[config.mk]
export PLATFORM = sky130hd
export DESIGN_NAME = adc_frame_align_ctrl
export DESIGN_NICKNAME = d
export VERILOG_FILES = /design/src/rtl/adc_frame_align_ctrl.sv
export SDC_FILE = /design/constraint.sdc
export NUM_CORES = 1
export LEC_CHECK = 0
export ABC_CLOCK_PERIOD_IN_PS = 3300
export CELL_PAD_IN_SITES_DETAIL_PLACEMENT = 0
export CELL_PAD_IN_SITES_GLOBAL_PLACEMENT = 1
export CORE_ASPECT_RATIO = 0.5
export CORE_MARGIN = 2
export CORE_UTILIZATION = 42
export DETAILED_ROUTE_END_ITERATION = 10
export HOLD_SLACK_MARGIN = 0.02
export PLACE_DENSITY = 0.9
export SLEW_MARGIN = 40
export SYNTH_ARGS = -nofsm -noshare
export SYNTH_HDL_FRONTEND = slang
export SYNTH_SLANG_ARGS = --single-unit
[constraint.sdc]
create_clock -name slow_clk -period 3.3 [get_ports slow_clk]
set_clock_uncertainty 0.2 [all_clocks]
set_input_delay 0.66 -clock slow_clk [delete_from_list [all_inputs] [get_ports slow_clk]]
set_output_delay 0.66 -clock slow_clk [all_outputs]
set_load 0.05 [all_outputs]
[src/rtl/adc_frame_align_ctrl.sv]
// Frame-lane word alignment sequencer: searches slip positions until the rotated frame word
// matches the expected pattern, publishes the slip count, and re-aligns on loss of lock.
module adc_frame_align_ctrl #(
    parameter int unsigned            DATA_WIDTH    = 8,
    parameter logic [DATA_WIDTH-1:0]  FRAME_PATTERN = 8'hF0,
    parameter int unsigned            SETTLE_CYCLES = 4,
    parameter int unsigned            MATCH_COUNT   = 16,
    parameter int unsigned            LOSS_COUNT    = 4
) (
    input  logic                  slow_clk,
    input  logic                  reset,
    input  logic                  ena,
    input  logic                  start,
    input  logic [DATA_WIDTH-1:0] frame_word,
    output logic [3:0]            bitslip_count,
    output logic                  bitslip,
    output logic                  aligned,
    output logic                  align_fail,
    output logic                  busy,
    output logic [7:0]            loss_events
);

    localparam int unsigned SW = $clog2(SETTLE_CYCLES + 1);
    localparam int unsigned MW = $clog2(MATCH_COUNT + 1);
    localparam int unsigned LW = $clog2(LOSS_COUNT + 1);

    typedef enum logic [2:0] {
        StIdle, StSettle, StCheck, StSlip, StLocked, StFail
    } state_e;

    state_e          state_q, state_d;
    logic [SW-1:0]   settle_cnt_q, settle_cnt_d;
    logic [MW-1:0]   match_cnt_q, match_cnt_d;
    logic [LW-1:0]   miss_cnt_q, miss_cnt_d;
    logic [3:0]      slips_tried_q, slips_tried_d;
    logic [3:0]      slip_pos_q, slip_pos_d;
    logic [7:0]      loss_q, loss_d;
    logic            bitslip_q, bitslip_d;
    logic            aligned_q, aligned_d;
    logic            fail_q, fail_d;
    logic            busy_q, busy_d;

    logic [2*DATA_WIDTH-1:0] dbl_word;
    logic [DATA_WIDTH-1:0]   rot_word;
    logic                    match;

    // Rotate-left via a doubled word: the upper half of the shifted copy is the rotation.
    assign dbl_word = {frame_word, frame_word} << slip_pos_q;
    assign rot_word = dbl_word[2*DATA_WIDTH-1 -: DATA_WIDTH];
    assign match    = (rot_word == FRAME_PATTERN);

    always_comb begin
        state_d       = state_q;
        settle_cnt_d  = settle_cnt_q;
        match_cnt_d   = match_cnt_q;
        miss_cnt_d    = miss_cnt_q;
        slips_tried_d = slips_tried_q;
        slip_pos_d    = slip_pos_q;
        loss_d        = loss_q;

        if (!ena) begin
            state_d = StIdle;
        end else if (start) begin
            state_d       = StSettle;
            settle_cnt_d  = '0;
            match_cnt_d   = '0;
            miss_cnt_d    = '0;
            slips_tried_d = '0;
            slip_pos_d    = '0;
        end else begin
            unique case (state_q)
                StIdle: ;
                StSettle: begin
                    if (settle_cnt_q == SW'(SETTLE_CYCLES - 1)) begin
                        state_d      = StCheck;
                        settle_cnt_d = '0;
                        match_cnt_d  = '0;
                    end else begin
                        settle_cnt_d = settle_cnt_q + SW'(1);
                    end
                end
                StCheck: begin
                    if (match) begin
                        if (match_cnt_q == MW'(MATCH_COUNT - 1)) begin
                            state_d    = StLocked;
                            miss_cnt_d = '0;
                        end else begin
                            match_cnt_d = match_cnt_q + MW'(1);
                        end
                    end else if (slips_tried_q == 4'(DATA_WIDTH - 1)) begin
                        state_d = StFail;
                    end else begin
                        // The slip is committed on entry so count and pulse land together.
                        state_d       = StSlip;
                        slips_tried_d = slips_tried_q + 4'd1;
                        slip_pos_d    = (slip_pos_q == 4'(DATA_WIDTH - 1)) ? 4'd0
                                                                           : slip_pos_q + 4'd1;
                    end
                end
                StSlip: begin
                    state_d      = StSettle;
                    settle_cnt_d = '0;
                end
                StLocked: begin
                    if (match) begin
                        miss_cnt_d = '0;
                    end else if (miss_cnt_q == LW'(LOSS_COUNT - 1)) begin
                        state_d       = StSettle;
                        settle_cnt_d  = '0;
                        miss_cnt_d    = '0;
                        slips_tried_d = '0;
                        if (loss_q != 8'hFF) loss_d = loss_q + 8'd1;
                    end else begin
                        miss_cnt_d = miss_cnt_q + LW'(1);
                    end
                end
                StFail: ;
                default: state_d = StIdle;
            endcase
        end

        bitslip_d = ena && (slip_pos_d != slip_pos_q);
        aligned_d = (state_d == StLocked);
        fail_d    = (state_d == StFail);
        busy_d    = (state_d == StSettle) || (state_d == StCheck) || (state_d == StSlip);
    end

    always_ff @(posedge slow_clk or posedge reset) begin
        if (reset) begin
            state_q       <= StIdle;
            settle_cnt_q  <= '0;
            match_cnt_q   <= '0;
            miss_cnt_q    <= '0;
            slips_tried_q <= '0;
            slip_pos_q    <= '0;
            loss_q        <= '0;
            bitslip_q     <= 1'b0;
            aligned_q     <= 1'b0;
            fail_q        <= 1'b0;
            busy_q        <= 1'b0;
        end else begin
            state_q       <= state_d;
            settle_cnt_q  <= settle_cnt_d;
            match_cnt_q   <= match_cnt_d;
            miss_cnt_q    <= miss_cnt_d;
            slips_tried_q <= slips_tried_d;
            slip_pos_q    <= slip_pos_d;
            loss_q        <= loss_d;
            bitslip_q     <= bitslip_d;
            aligned_q     <= aligned_d;
            fail_q        <= fail_d;
            busy_q        <= busy_d;
        end
    end

    assign bitslip_count = slip_pos_q;
    assign bitslip       = bitslip_q;
    assign aligned       = aligned_q;
    assign align_fail    = fail_q;
    assign busy          = busy_q;
    assign loss_events   = loss_q;

endmodule

-- Yosys cells after proc, flatten, opt, wreduce, memory -nomap -nowiden
Index checks and enable logic that the tools add are counted.
- $add $sub $neg: 6
- multipliers: 0
- divide/modulo/power cells: 0
- order comparisons: 0
- eq/ne operators: 26
- shift operators: 1
- muxes and demuxes: 37
- bitwise gates (word level): 2
- reductions and logical operators: 13
- operator list (operator ; number):
    2-to-1 mux 3 bit ; 17
    2-to-1 mux 4 bit ; 11
    != test 3 bit, second input constant ; 8
    2-to-1 mux 5 bit ; 4
    equality test 3 x 2 -> 1 bit, second input constant ; 6
    << shifter 16 x 4 -> 16 bit ; 1
    case mux 3 bit (5 select lines) ; 1
    equality test 3 bit, second input constant ; 4
    AND reduction 6 bit ; 2
    case mux 5 bit (2 select lines) ; 1
    case mux 3 bit (3 select lines) ; 1
    adder 4 x 1 -> 4 bit, second input constant ; 2
    adder 8 x 1 -> 8 bit, second input constant ; 1
    equality test 4 x 3 -> 1 bit, second input constant ; 2
    equality test 8 bit, second input constant ; 1
    != test 8 bit, second input constant ; 1
    case mux 4 bit (2 select lines) ; 1
    AND reduction 4 bit ; 2
    adder 3 x 1 -> 3 bit, second input constant ; 2
    equality test 3 x 1 -> 1 bit, second input constant ; 2
    case mux 3 bit (2 select lines) ; 1
    nonzero test 3 bit ; 2
    adder 5 x 1 -> 5 bit, second input constant ; 1
    equality test 5 x 4 -> 1 bit, second input constant ; 1
    other kinds (8) ; 10
- register bits: 34
- bits in latches: 0
- RAM bits: 0
- ROM bits: 0
- input port bits: 12
- output and inout bits: 16
- memories: 0

-- Logic depth before layout (Yosys ltp)
Gate-level depths: netlist of the first run.
- depth in word-level cells: 9
- mapped depth: 11

-- Worst setup path after synthesis of the first run
Ideal clock, no wire load.
- path kind: reg2reg
- from: reg slip_pos_q[0], in the netlist bitslip_count[0]
- to: reg settle_cnt_q[0]
- setup time: 125 ps
- arrival: 2571 ps
- path slack: 404 ps
- cell stages (with the launch flop): 11
- path buffers: 2
- cell sequence: dfrtp_1 -> buf_6 -> mux2i_1 -> a22oi_1 -> and4_1 -> a31oi_1 -> a31o_1 -> buf_6 -> a21oi_1 -> a211oi_2 -> mux2_2
- longest elaborated chain between the ends: 4
- ends and longest elaborated chain (element ; line ; RTL):
    from (decl) ; 36 ; logic [3:0] slip_pos_q, slip_pos_d;
    from (signal assigned) ; 147 ; slip_pos_q <= slip_pos_d;
    << shifter 16 x 4 -> 16 bit ; 48 ; assign dbl_word = {frame_word, frame_word} << slip_pos_q;
    equality test 8 bit ; 50 ; assign match = (rot_word == FRAME_PATTERN);
    != test 3 bit (no source line) ; n/a ;
    AND reduction 4 bit (no source line) ; n/a ;
    to (signal assigned) ; 143 ; settle_cnt_q <= settle_cnt_d;
    to (decl) ; 32 ; logic [SW-1:0] settle_cnt_q, settle_cnt_d;
Every way passes these cells.
A chain may end at the register's enable or synchronous reset.

-- Final worst setup path of the first run
- from: in frame_word[1]
- to: reg aligned_q, in the netlist aligned
- longest elaborated chain between the ends: 7
- elaborated cells on any way between the ends: 8
- ends and longest elaborated chain (element ; line ; RTL):
    from (decl) ; 14 ; input logic [DATA_WIDTH-1:0] frame_word,
    << shifter 16 x 4 -> 16 bit * ; 48 ;
    equality test 8 bit * ; 50 ;
    2-to-1 mux 3 bit, on equally long branches ; 105, 83 ;
    case mux 3 bit (5 select lines) * ; 71 ; unique case (state_q)
    2-to-1 mux 3 bit * ; 63 ; end else if (start) begin
    2-to-1 mux 3 bit * ; 61 ; if (!ena) begin
    equality test 3 bit * ; 123 ; aligned_d = (state_d == StLocked);
    named net aligned_d ; 39 ; logic aligned_q, aligned_d;
    to (signal assigned) ; 150 ; aligned_q <= aligned_d;
    to (decl) ; 39 ;
Mark *: on every way through the listed nets, which the timed path passes. The rest lies on a longest branch.

==> reports/results.ini, run 1 <==
[yosys]
synth_seq_cells=34
syn-mean-instance-area_um2=9.12
synth_area_um2=2240
synth_top_family_by_area=simple AND/OR/NAND/NOR gates
synthAdderAreaFrac_pct=3.90
synth-edff-count=0
yosys.area_share.simple_pct=22.2
synthCells=246
synth_compound_area_share_pct=21.1
synthArstFlopShare_pct=100
ys_warn_count=0
synth_flop_cell=dfrtp_1
synth.mux.area_fraction_pct=6.80
yosysSeqAreaShare_pct=37.9
synth_cell_types=57
synth_xor_area_share_pct=3.12
synth_fp_nets=265

[job]
maxCapViolations=0

[die]
initial_core_util_pct=44.5
die_area_um2=5980
die_x_um=107
die_h_um=55.7
io_pins=28
core_area_um2=5040
row_count=18

[timing]
hold_violations=0
fin_crit_sh_pct=94.0
setup_violations=0
setup_ws_ns=0.199
fmax_mhz=322
drv_slew=0
min_period_ns=3.10
slew_headroom_pct=57.2
rsz0062_at_grt=yes
worstMarginPinSlew_ns=0.642

[layout]
fillers=459
areaGrowthSynthToFinish_pct=24.7
regArea_um2=851
multi_input_area_um2=1280
fin_area_um2=2800
diodes=0
layout-drive-gt1-share_pct=15.8
nNetsFinal=309

[placed_design]
portBuffers=27
dpl_worst_slack_ns=-0.0637
place.gp.congestion=0.871
hpwl_um=4060
placed_cell_area_um2=2690

[setup_path]
crit_end=aligned
r2r_slack_ns=0.33
endpoint_kind=register
crit_path_start=frame_word[1]
reg2reg_depth=9
worstPathMaxFanout=6
worstPathRequired_ns=3.32
r2r-start=bitslip_count[0]
cp_data_arrival_time_ns=3.12
startpoint_type=input port
timing.rr.end=settle_cnt_q[1]
critPathKind=input port to register

[power]
ir_drop_mv=0.123
power.internal_uw=714
p_leak_nw=1.21
p_per_area_nw_per_um2=344
pwr-share-seq_pct=46.6
p_comb_share_pct=16.4
switching_share_pct=26.0
p_clk_share_pct=37.0
power.total_uw=964
power.switching_uw=251

[route]
drt-pass1-iter-count=6
dr_total_vias=2051
drt_iter0_drc=89
viasPerCell=5.68
final_antenna_net_count=0
remaining_drc_errors=0
post_drt_wl_per_cell_um=15.0
wl_um=5400

[global_route]
grt_pass1_wl_um=9540
antenna_found_initial=0
grt_pass1_vias=2098
grt_overflow=0
grt_max_degree=22
track_usage_pct=19.7

[cts]
cts-root-buf=clkbuf_8
cts_buffer_depth=2
clock-sinks=34
postCtsHoldBufs=0
clkLatencyLatePin_ns=0.29
postCtsSetupRepairBufs=0
ctsResizeCount=0
h-tree-depth=2
cts.clk_slew.worst_paths_ns=0.06
cts_tree=yes
cts_buffers=5

[worst_hold_path]
min_path_type=register to register

[outcome]
status=finished clean

==> synth_stat cells, types with 5 or more instances <==
library cell / count / area share, %
nor2b_1: 6 / 1.7
ha_1: 7 / 3.9
nand2_1: 20 / 3.3
clkbuf_1: 5 / 0.84
o21ai_0: 19 / 4.2
dfrtp_1: 34 / 38
inv_1: 13 / 2.2
nor2_1: 15 / 2.5
nor3_1: 9 / 2.0
mux2i_1: 7 / 3.1
nand3_1: 7 / 1.6
a31oi_1: 5 / 1.4
and3_1: 5 / 1.4
nand2b_1: 9 / 2.5
a21oi_1: 13 / 2.9
==> layer usage <==
metal	up-vias	share of wire (%)	GRT usage, %
li1	985	-	-
met1	985	44	25.2
met2	67	48	33.3
met3	14	6.3	3.98
met4	0	1.9	7.33
met5	-	0	0
==> metrics by stage <==
step	cells	utilization (%)	hold WS, ns	TNS [ns]
after floorplan	246	-	0.256	0
after global routing	361	55.5	0.333	-0.0333
after detailed placement	353	53.3	0.282	-0.442
after CTS	361	55.5	0.298	0
final	361	55.5	0.295	0
after global placement	353	53.3	0.273	0
==> registers in the layout, indices dropped and copies added (netlist names) <==
register	flops
align_fail	1
bitslip	1
bitslip_count	4
match_cnt_q	5
slips_tried_q	4
state_q	3
busy	1
miss_cnt_q	3
aligned	1
loss_events	8
settle_cnt_q	3
==> worst min path at each step <==
stage | to | cells past startpoint | start | slack, ns
after floorplan | match_cnt_q[4] | 1 | match_cnt_q[4] | 0.26
after global placement | match_cnt_q[4] | 1 | match_cnt_q[4] | 0.27
after detailed placement | match_cnt_q[4] | 1 | match_cnt_q[4] | 0.28
after CTS | match_cnt_q[4] | 1 | match_cnt_q[4] | 0.30
after global routing | match_cnt_q[4] | 1 | match_cnt_q[4] | 0.33
final | loss_events[5] | 1 | loss_events[5] | 0.29
==> power by group through the flow <==
stage | logic, mW | registers [mW] | clock network (mW)
floorplan | 0.0889 | 0.462 | 0
global placement | 0.152 | 0.455 | 0
detailed placement | 0.158 | 0.457 | 0
CTS | 0.159 | 0.449 | 0.365
global route | 0.174 | 0.452 | 0.383
finish | 0.158 | 0.449 | 0.357
==> cells by family (layout without fill, tap and decap cells) <==
logic type                 after synthesis  after routing
and+or+nand+nor                         93             93
AOI/OAI and AO/OA                       68             68
DFF                                     34             34
buffers and inverters                   23             68
muxes                                   13             13
xor gates and xnor gates                 8              8
adders and majority gates                7              7
==> critical path: stages <==
cell and delay [ns]:
clkdlybuf4s50_1 0.58, mux2i_1 0.16, a22oi_1 0.22, and4_1 0.21
a31oi_1 0.12, a31oi_2 0.40, nor3b_2 0.15, a2111oi_2 0.45
and2_1 0.18
==> cell type report <==
cell class                      instances  share of cell area (%)
Tap cell                               70                    3.13
Sequential cell                        34                    30.4
Inverter                               13                    1.74
Clock buffer                            8                    3.93
Timing Repair Buffer                   47                    15.0
Multi-Input combinational cell        189                    45.8
==> cell usage in the layout, fill, tap and decap left out, types with 8 or more instances in the layout <==
master           synthesis  final
a21oi_1                 13     13
nor2_1                  15     15
clkdlybuf4s50_1          0     27
nand2_1                 20     20
clkbuf_8                 0      8
o21ai_0                 19     19
buf_4                    0     20
dfrtp_1                 34     34
inv_1                   13     12
nor3_1                   9      9
nand2b_1                 9      9
Power figures use the tool's default switching activity.
==> run 2: changes to the inputs <==
--- a/config.mk
+++ b/config.mk
@@ -6,6 +6,7 @@
 export NUM_CORES = 1
 export LEC_CHECK = 0
 export ABC_CLOCK_PERIOD_IN_PS = 3300
+export CAP_MARGIN = 20
 export CELL_PAD_IN_SITES_DETAIL_PLACEMENT = 0
 export CELL_PAD_IN_SITES_GLOBAL_PLACEMENT = 1
 export CORE_ASPECT_RATIO = 0.5
==> results of run 2 <==
No change in the layout: final DEF, timing and power equal those of run 1.
